[src/rtl/matrix_result_serializer.sv]
// Purpose: capture a 3x3 matrix result (c0..c8) and its cycle count when the
//          multiplier's done level rises, then send them as a 21-byte frame
//          (0xA5 header, c0..c8 MSB first, cycle_count MSB first) over a
//          valid/ready byte interface.
// Ports:
//   clk          clock; all state updates on the rising edge
//   rst          asynchronous, active-low reset
//   done         completion level from the multiplier
//   c0..c8       result matrix words, row-major
//   cycle_count  multiplier cycle count
//   tx_ready     downstream accepts the presented byte
//   tx_data      presented frame byte, 0x00 when idle
//   tx_valid     tx_data valid
//   busy         frame in flight
//   frame_done   one-cycle pulse after the last byte is accepted
//   overrun      sticky; a done rising edge arrived mid-frame and was dropped
module matrix_result_serializer (
  input  logic        clk,
  input  logic        rst,
  input  logic        done,
  input  logic [15:0] c0,
  input  logic [15:0] c1,
  input  logic [15:0] c2,
  input  logic [15:0] c3,
  input  logic [15:0] c4,
  input  logic [15:0] c5,
  input  logic [15:0] c6,
  input  logic [15:0] c7,
  input  logic [15:0] c8,
  input  logic [15:0] cycle_count,
  input  logic        tx_ready,
  output logic [7:0]  tx_data,
  output logic        tx_valid,
  output logic        busy,
  output logic        frame_done,
  output logic        overrun
);

  localparam int unsigned WORD_W    = 16;
  localparam int unsigned BYTE_W    = 8;
  localparam int unsigned N_WORDS   = 9;
  localparam int unsigned FRAME_LEN = 21;
  localparam int unsigned IDX_W     = 5;
  localparam int unsigned SLOTS     = 32;
  localparam logic [BYTE_W-1:0] HEADER   = 8'hA5;
  localparam logic [IDX_W-1:0]  LAST_IDX = IDX_W'(FRAME_LEN - 1);

  typedef enum logic {IDLE, SEND} state_t;

  state_t                state_q, state_d;
  logic [IDX_W-1:0]      idx_q, idx_d;
  logic                  done_d;
  logic                  rise;
  logic                  capture_en;
  logic                  frame_done_d;
  logic                  overrun_set;
  logic [WORD_W-1:0]     cap_q [N_WORDS];
  logic [WORD_W-1:0]     cap_cc_q;
  logic [WORD_W-1:0]     words_in [N_WORDS];
  logic [WORD_W-1:0]     src [N_WORDS];
  logic [WORD_W-1:0]     src_cc;
  logic [BYTE_W-1:0]     frame [SLOTS];
  logic [BYTE_W-1:0]     tx_data_d;

  assign words_in[0] = c0;
  assign words_in[1] = c1;
  assign words_in[2] = c2;
  assign words_in[3] = c3;
  assign words_in[4] = c4;
  assign words_in[5] = c5;
  assign words_in[6] = c6;
  assign words_in[7] = c7;
  assign words_in[8] = c8;

  assign rise = done & ~done_d;

  // Next-state / control
  always_comb begin
    state_d      = state_q;
    idx_d        = idx_q;
    capture_en   = 1'b0;
    frame_done_d = 1'b0;
    overrun_set  = 1'b0;
    case (state_q)
      IDLE: begin
        if (rise) begin
          capture_en = 1'b1;
          idx_d      = '0;
          state_d    = SEND;
        end
      end
      SEND: begin
        if (rise) overrun_set = 1'b1;
        // tx_valid is always 1 in SEND, so tx_ready alone marks a transfer
        if (tx_ready) begin
          if (idx_q == LAST_IDX) begin
            state_d      = IDLE;
            idx_d        = '0;
            frame_done_d = 1'b1;
          end else begin
            idx_d = idx_q + IDX_W'(1);
          end
        end
      end
      default: state_d = IDLE;
    endcase
  end

  // Frame image built from the values that will be held after this edge,
  // so the registered tx_data is already correct in the first SEND cycle.
  always_comb begin
    for (int k = 0; k < int'(N_WORDS); k++) begin
      src[k] = capture_en ? words_in[k] : cap_q[k];
    end
    src_cc = capture_en ? cycle_count : cap_cc_q;
    for (int i = 0; i < int'(SLOTS); i++) begin
      frame[i] = '0;
    end
    frame[0] = HEADER;
    for (int k = 0; k < int'(N_WORDS); k++) begin
      frame[1 + 2 * k] = src[k][WORD_W-1:BYTE_W];
      frame[2 + 2 * k] = src[k][BYTE_W-1:0];
    end
    frame[FRAME_LEN - 2] = src_cc[WORD_W-1:BYTE_W];
    frame[FRAME_LEN - 1] = src_cc[BYTE_W-1:0];
    tx_data_d = (state_d == SEND) ? frame[idx_d] : '0;
  end

  // State, capture and output registers
  always_ff @(posedge clk or negedge rst) begin
    if (!rst) begin
      state_q    <= IDLE;
      idx_q      <= '0;
      done_d     <= 1'b0;
      cap_cc_q   <= '0;
      for (int k = 0; k < int'(N_WORDS); k++) cap_q[k] <= '0;
      tx_data    <= '0;
      tx_valid   <= 1'b0;
      busy       <= 1'b0;
      frame_done <= 1'b0;
      overrun    <= 1'b0;
    end else begin
      state_q    <= state_d;
      idx_q      <= idx_d;
      done_d     <= done;
      if (capture_en) begin
        cap_cc_q <= cycle_count;
        for (int k = 0; k < int'(N_WORDS); k++) cap_q[k] <= words_in[k];
      end
      tx_data    <= tx_data_d;
      tx_valid   <= (state_d == SEND);
      busy       <= (state_d == SEND);
      frame_done <= frame_done_d;
      if (overrun_set) overrun <= 1'b1;
    end
  end

endmodule
[config.mk]
export PLATFORM = sky130hd
export DESIGN_NAME = matrix_result_serializer
export DESIGN_NICKNAME = d
export VERILOG_FILES = /design/src/rtl/matrix_result_serializer.sv
export SDC_FILE = /design/constraint.sdc
export NUM_CORES = 1
export LEC_CHECK = 0
export BUFFER_PORTS_ARGS = -buffer_cell sky130_fd_sc_hd__buf_2
export CORE_ASPECT_RATIO = 1.5
export CORE_MARGIN = 2
export CORE_UTILIZATION = 30
export CTS_CLUSTER_SIZE = 25
export DETAILED_ROUTE_END_ITERATION = 6
export PLACE_DENSITY_LB_ADDON = 0.08
export SLEW_MARGIN = 40
export SYNTH_ARGS = -nofsm -noshare
export SYNTH_HDL_FRONTEND = slang
export SYNTH_SLANG_ARGS = --single-unit
[constraint.sdc]
create_clock -name clk -period 5 [get_ports clk]
set_input_delay 0.25 -clock clk [delete_from_list [all_inputs] [get_ports clk]]
set_output_delay 0.25 -clock clk [all_outputs]
set_load 0.005 [all_outputs]
Word level (Yosys, flattened, before mapping)
Index checks and enable logic that the tools add are counted.
{"block": "classes", "n_addsub": 1, "n_eq_ne": 1, "muxes": 27, "order_cmp": 1, "bitwise": 4}
{"operator": "two-way mux 16 bit", "count": 10}
{"operator": "binary-select mux 8 bit (select 5 bit)", "count": 1}
{"operator": "two-way mux 8 bit", "count": 3}
{"operator": "two-way mux 5 bit", "count": 3}
{"operator": "one-hot mux 5 bit (2 select lines)", "count": 1}
{"operator": "two-way mux 1 bit", "count": 8}
{"operator": ">= comparator 6 bit (second input constant)", "count": 1}
{"operator": "inverter 5 -> 6 bit", "count": 1}
{"operator": "adder 5 x 1 -> 5 bit (second input constant)", "count": 1}
{"operator": "equality test 5 bit (second input constant)", "count": 1}
{"operator": "inverter 1 bit", "count": 2}
{"operator": "one-hot mux 1 bit (2 select lines)", "count": 1}
{"operator": "AND 1 bit", "count": 1}
{"block": "word_totals", "input_bits": 164, "regBits": 177, "out_inout_bits": 12, "word_cells": 50}

Longest topological paths before layout
{"block": "logic_depth", "depth_word": 9, "ltp_mapped": 12, "ltp_nobuf": 10}

Worst setup path before layout
OpenSTA, ideal clock, no wires.
{"block": "synth_timing", "path_kind": "flip-flop to flip-flop", "startpoint": "reg state_q", "endpoint": "reg tx_data[2]", "stages_incl_launch_ff": 12, "slack_ps": 2677, "n_path_buf": 3, "setup_ps": 120, "t_required_ps": 4880, "synth_period_minus_slack_ps": 2323, "arrival_ps": 2203, "cell_sequence": "dfrtp_1 > buf_6 > or3b_4 > a22oi_2 > inv_2 > buf_2 > clkbuf_1 > nor2_1 > nor3_1 > o21ai_0 > a31oi_1 > and3b_1"}
{"block": "synth_between", "elab_chain_len": 7, "word_cells_on_any_way": 19, "classes_between": "mux: 17; bitwise: 2"}
{"element": "start: declaration", "line": "50", "rtl": "state_t state_q, state_d;"}
{"element": "start signal: assignment", "line": "143", "rtl": "state_q <= state_d;"}
{"element": "inverter 1 bit"}
{"element": "one-hot mux 5 bit (2 select lines)", "line": "84", "rtl": "case (state_q)"}
{"element": "inverter 5 -> 6 bit (implied by the code)", "line": "126", "rtl": "tx_data_d = (state_d == SEND) ? frame[idx_d] : '0;"}
{"element": "binary-select mux 8 bit (select 5 bit)", "line": "126"}
{"element": "two-way mux 8 bit (implied by the code) (2 in series)", "line": "126"}
{"element": "two-way mux 8 bit *", "line": "126"}
{"element": "via tx_data_d[2]", "line": "63", "rtl": "logic [BYTE_W-1:0] tx_data_d;"}
{"element": "end signal: assignment", "line": "150", "rtl": "tx_data <= tx_data_d;"}
{"element": "end: declaration", "line": "32", "rtl": "output logic [7:0] tx_data,"}
Mark *: on every way through the listed nets, which the timed path passes. The rest lies on a longest branch. The select of a mux whose other input is x is not followed.
A chain may end at the register's enable or synchronous reset.

Final worst setup path
{"block": "layout_timing", "startpoint": "reg idx_q[1]", "endpoint": "reg tx_data[4]"}
{"block": "layout_between", "elab_chain_len": 9, "word_cells_on_any_way": 14, "classes_between": "add/sub: 1; eq/ne: 1; mux: 11; bitwise: 1"}
{"element": "start: declaration", "line": "51", "rtl": "logic [IDX_W-1:0] idx_q, idx_d;"}
{"element": "start signal: assignment", "line": "144", "rtl": "idx_q <= idx_d;"}
{"element": "adder 5 x 1 -> 5 bit / equality test 5 bit (equally long branches)", "line": "101, 96"}
{"element": "two-way mux 5 bit", "line": "96", "rtl": "if (idx_q == LAST_IDX) begin"}
{"element": "two-way mux 5 bit", "line": "95", "rtl": "if (tx_ready) begin"}
{"element": "one-hot mux 5 bit (2 select lines)", "line": "84"}
{"element": "inverter 5 -> 6 bit (implied by the code)", "line": "126"}
{"element": "binary-select mux 8 bit (select 5 bit)", "line": "126"}
{"element": "two-way mux 8 bit (implied by the code) (2 in series)", "line": "126"}
{"element": "two-way mux 8 bit *", "line": "126"}
{"element": "via tx_data_d[4]", "line": "63"}
Marks and branches as above.

==> flow_metrics.tcl <==
set metrics [dict create \
    drtIter0Drc 349 \
    finClkSkew_ps 7.39 \
    crit_required_ps 5380 \
    grt_util_all_layers 0.179 \
    finalCritPeriodShare 0.717 \
    fillCellCount 2860 \
    placeableCoreArea_mm2 0.0272 \
    synth.cell_area_mm2 0.00829 \
    synth_enable_flop_cells 0 \
    cts.sinks 177 \
    syn_avg_cell_area_um2 10.3 \
    ys_seq_elements 177 \
    antenna_cells 0 \
    syn-num-nets 973 \
    async_reset_ff_frac 1.00 \
    drc 0 \
    drv_cap 0 \
    cts_buffers 17 \
    design.die.area_mm2 0.0290 \
    wl_mm 25.5 \
    routedWlPerCell_um 19.3 \
    max_slew_margin 0.511 \
    vdd_drop_max_v 0.000237 \
    fmax_ghz 0.279 \
    antenna_found_initial 0 \
    syn2layout_area_growth_pct 21.4 \
    yosysUniqueCellTypes 50 \
    arrival_ps 3960 \
    die_y_um 208 \
    layout.nets 1130 \
    htree_levels 4 \
    vias_per_cell 4.81 \
    yosysWarnings 0 \
    finalSetupTns_ps 0 \
    initial_core_util 0.304 \
    final_common_cell "nand2_1" \
    final_cell_mix "199 x nand2_1, 177 x dfrtp_1, 174 x buf_2" \
    grt_max_degree 84 \
    io_buffers 175 \
    place_area_mm2 0.00943 \
    grt_overflow 0 \
    drive_above_1_share 0.329 \
    rsz0062_at_grt "no" \
    vias 6340 \
    path_class "flip-flop to flip-flop" \
    p_leak_nw 4.81 \
    finalSetupViolations 0 \
    ant_nets 0 \
    crit_fanout 45 \
    first_pass_iters 4 \
    cp-end-kind "flip-flop" \
    cp-start-kind "flip-flop" \
    max_slew.worst_pin.slew_ps 734 \
    status "finished, final reports clean" \
    pre_cts_ws_ps 1700 \
    dp_hpwl_mm 18.5 \
    synth_cells 807 \
    seq_area_frac_synth 0.535 \
    clk_path_buf_depth 2 \
    insertion_delay_ps 440 \
    boundaryPins 176 \
    grt_pass1_wl_mm 39.7 \
    cts_tree "done" \
    gp_congestion 0.811 \
    final_max_slew_viol_count 0 \
    finalWorstSetupSlack_ps 1420 \
    clk_pin_slew_ps 70 \
    fin_area_mm2 0.0101 \
    hold_class "input port to flip-flop" \
    num_rows 74 \
    grt_pass1_vias 6652 \
    post-route-min-period_ps 3580 \
    powerDensity_mw_per_mm2 625 \
    die_x_um 140 \
    clockRootBuffer "clkbuf_16" \
    synthFlopType "dfrtp_1" \
    finalHoldViolCount 0 \
]
critical path, cell delays in order, from the launching register on:
cell and delay, ps:
dfrtp_1 430, inv_1 80, ha_1 180, nand4b_2 200, and4_1 290, a21oi_4 100, buf_4 390, clkinv_2 630
or3_1 560, a311oi_1 450, o31a_1 200
power breakdown:
group / internal (mW) / switching [mW]
Combinational: 1.06 / 1.57
Sequential: 2.09 / 0.199
Clock: 0.767 / 0.596
sequential cells by signal (all words and copies together) (netlist names):
| signal | cells |
|---|---|
| cap_q | 144 |
| cap_cc_q | 16 |
| tx_data | 8 |
| idx_q | 5 |
| done_d | 1 |
| frame_done | 1 |
| overrun | 1 |
| state_q | 1 |
cells in the mapped netlist, drive strengths merged (4+ instances only):
library cell | instances | area, um2
buf | 34 | 208
mux2 | 103 | 1160
o311ai | 15 | 131
clkbuf | 16 | 60.1
a31oi | 10 | 77.6
a32oi | 5 | 43.8
or3 | 14 | 87.6
nand4 | 4 | 25.0
nand3 | 6 | 30.0
a21oi | 4 | 31.3
a31o | 5 | 43.8
nor3 | 15 | 75.1
mux2i | 21 | 210
nor2 | 103 | 387
o21ai | 8 | 40.0
dfrtp | 177 | 4430
nand2b | 17 | 106
inv | 9 | 33.8
or4 | 4 | 30.0
a21o | 10 | 75.1
o211ai | 4 | 30.0
nand2 | 199 | 747
per-layer routing:
layer  vias to the layer above  GRT usage  part of all wire
li1                       3061          -                 -
met1                      3073      0.243              0.45
met4                         0     0.0597             0.022
met3                        21     0.0341             0.041
met2                       185      0.287              0.49
met5                         -          0                 0
cell families after synthesis:
logic type,synth area share
simple gates,0.192
flops,0.535
mux,0.165
compound gates,0.0686
buf+inv,0.0368
fa+ha+maj,0.00302
per-stage QoR:
step	utilization	cells	hold slack, ps	power (mW)
2_1_floorplan	-	807	-45.6	4.10
3_3_place_gp	0.346	1283	362	4.96
3_5_place_dp	0.347	1284	362	4.98
4_1_cts	0.369	1318	2.65	6.37
5_1_grt	0.369	1319	20.3	6.76
6_report	0.369	1319	23.7	6.28
what timing repair did:
item	CTS	global route
setup buffers	0	0
hold endpoints to repair	78	0
gates resized for setup	0	0
hold buffers	2	0
final timing paths:
kind / start / endpoint / slack (ps) / cells past startpoint
worst max-delay path: idx_q[1] / tx_data[4] / 1420 / 10
worst min-delay path: c1[11] / cap_q[123] / 20 / 3
worst max register to register: idx_q[1] / tx_data[4] / 1420 / 10
worst min register to register: cap_q[141] / cap_q[141] / 470 / 2
max in group asynchronous: rst / cap_q[125] / 3400 / 3
min in group asynchronous: rst / cap_q[104] / 430 / 2
layout make-up:
class                   count  area, um2  share of cell area
clock buffers              21        460              0.0458
clock inverters            11        131              0.0131
inverters                  10       38.8             0.00386
multi-input cells         570       3560               0.354
flip-flops and latches    177       4430               0.440
well taps                 342        428              0.0425
repair buffers            188       1010               0.101
No activity file was read; power rests on OpenSTA's default activity.
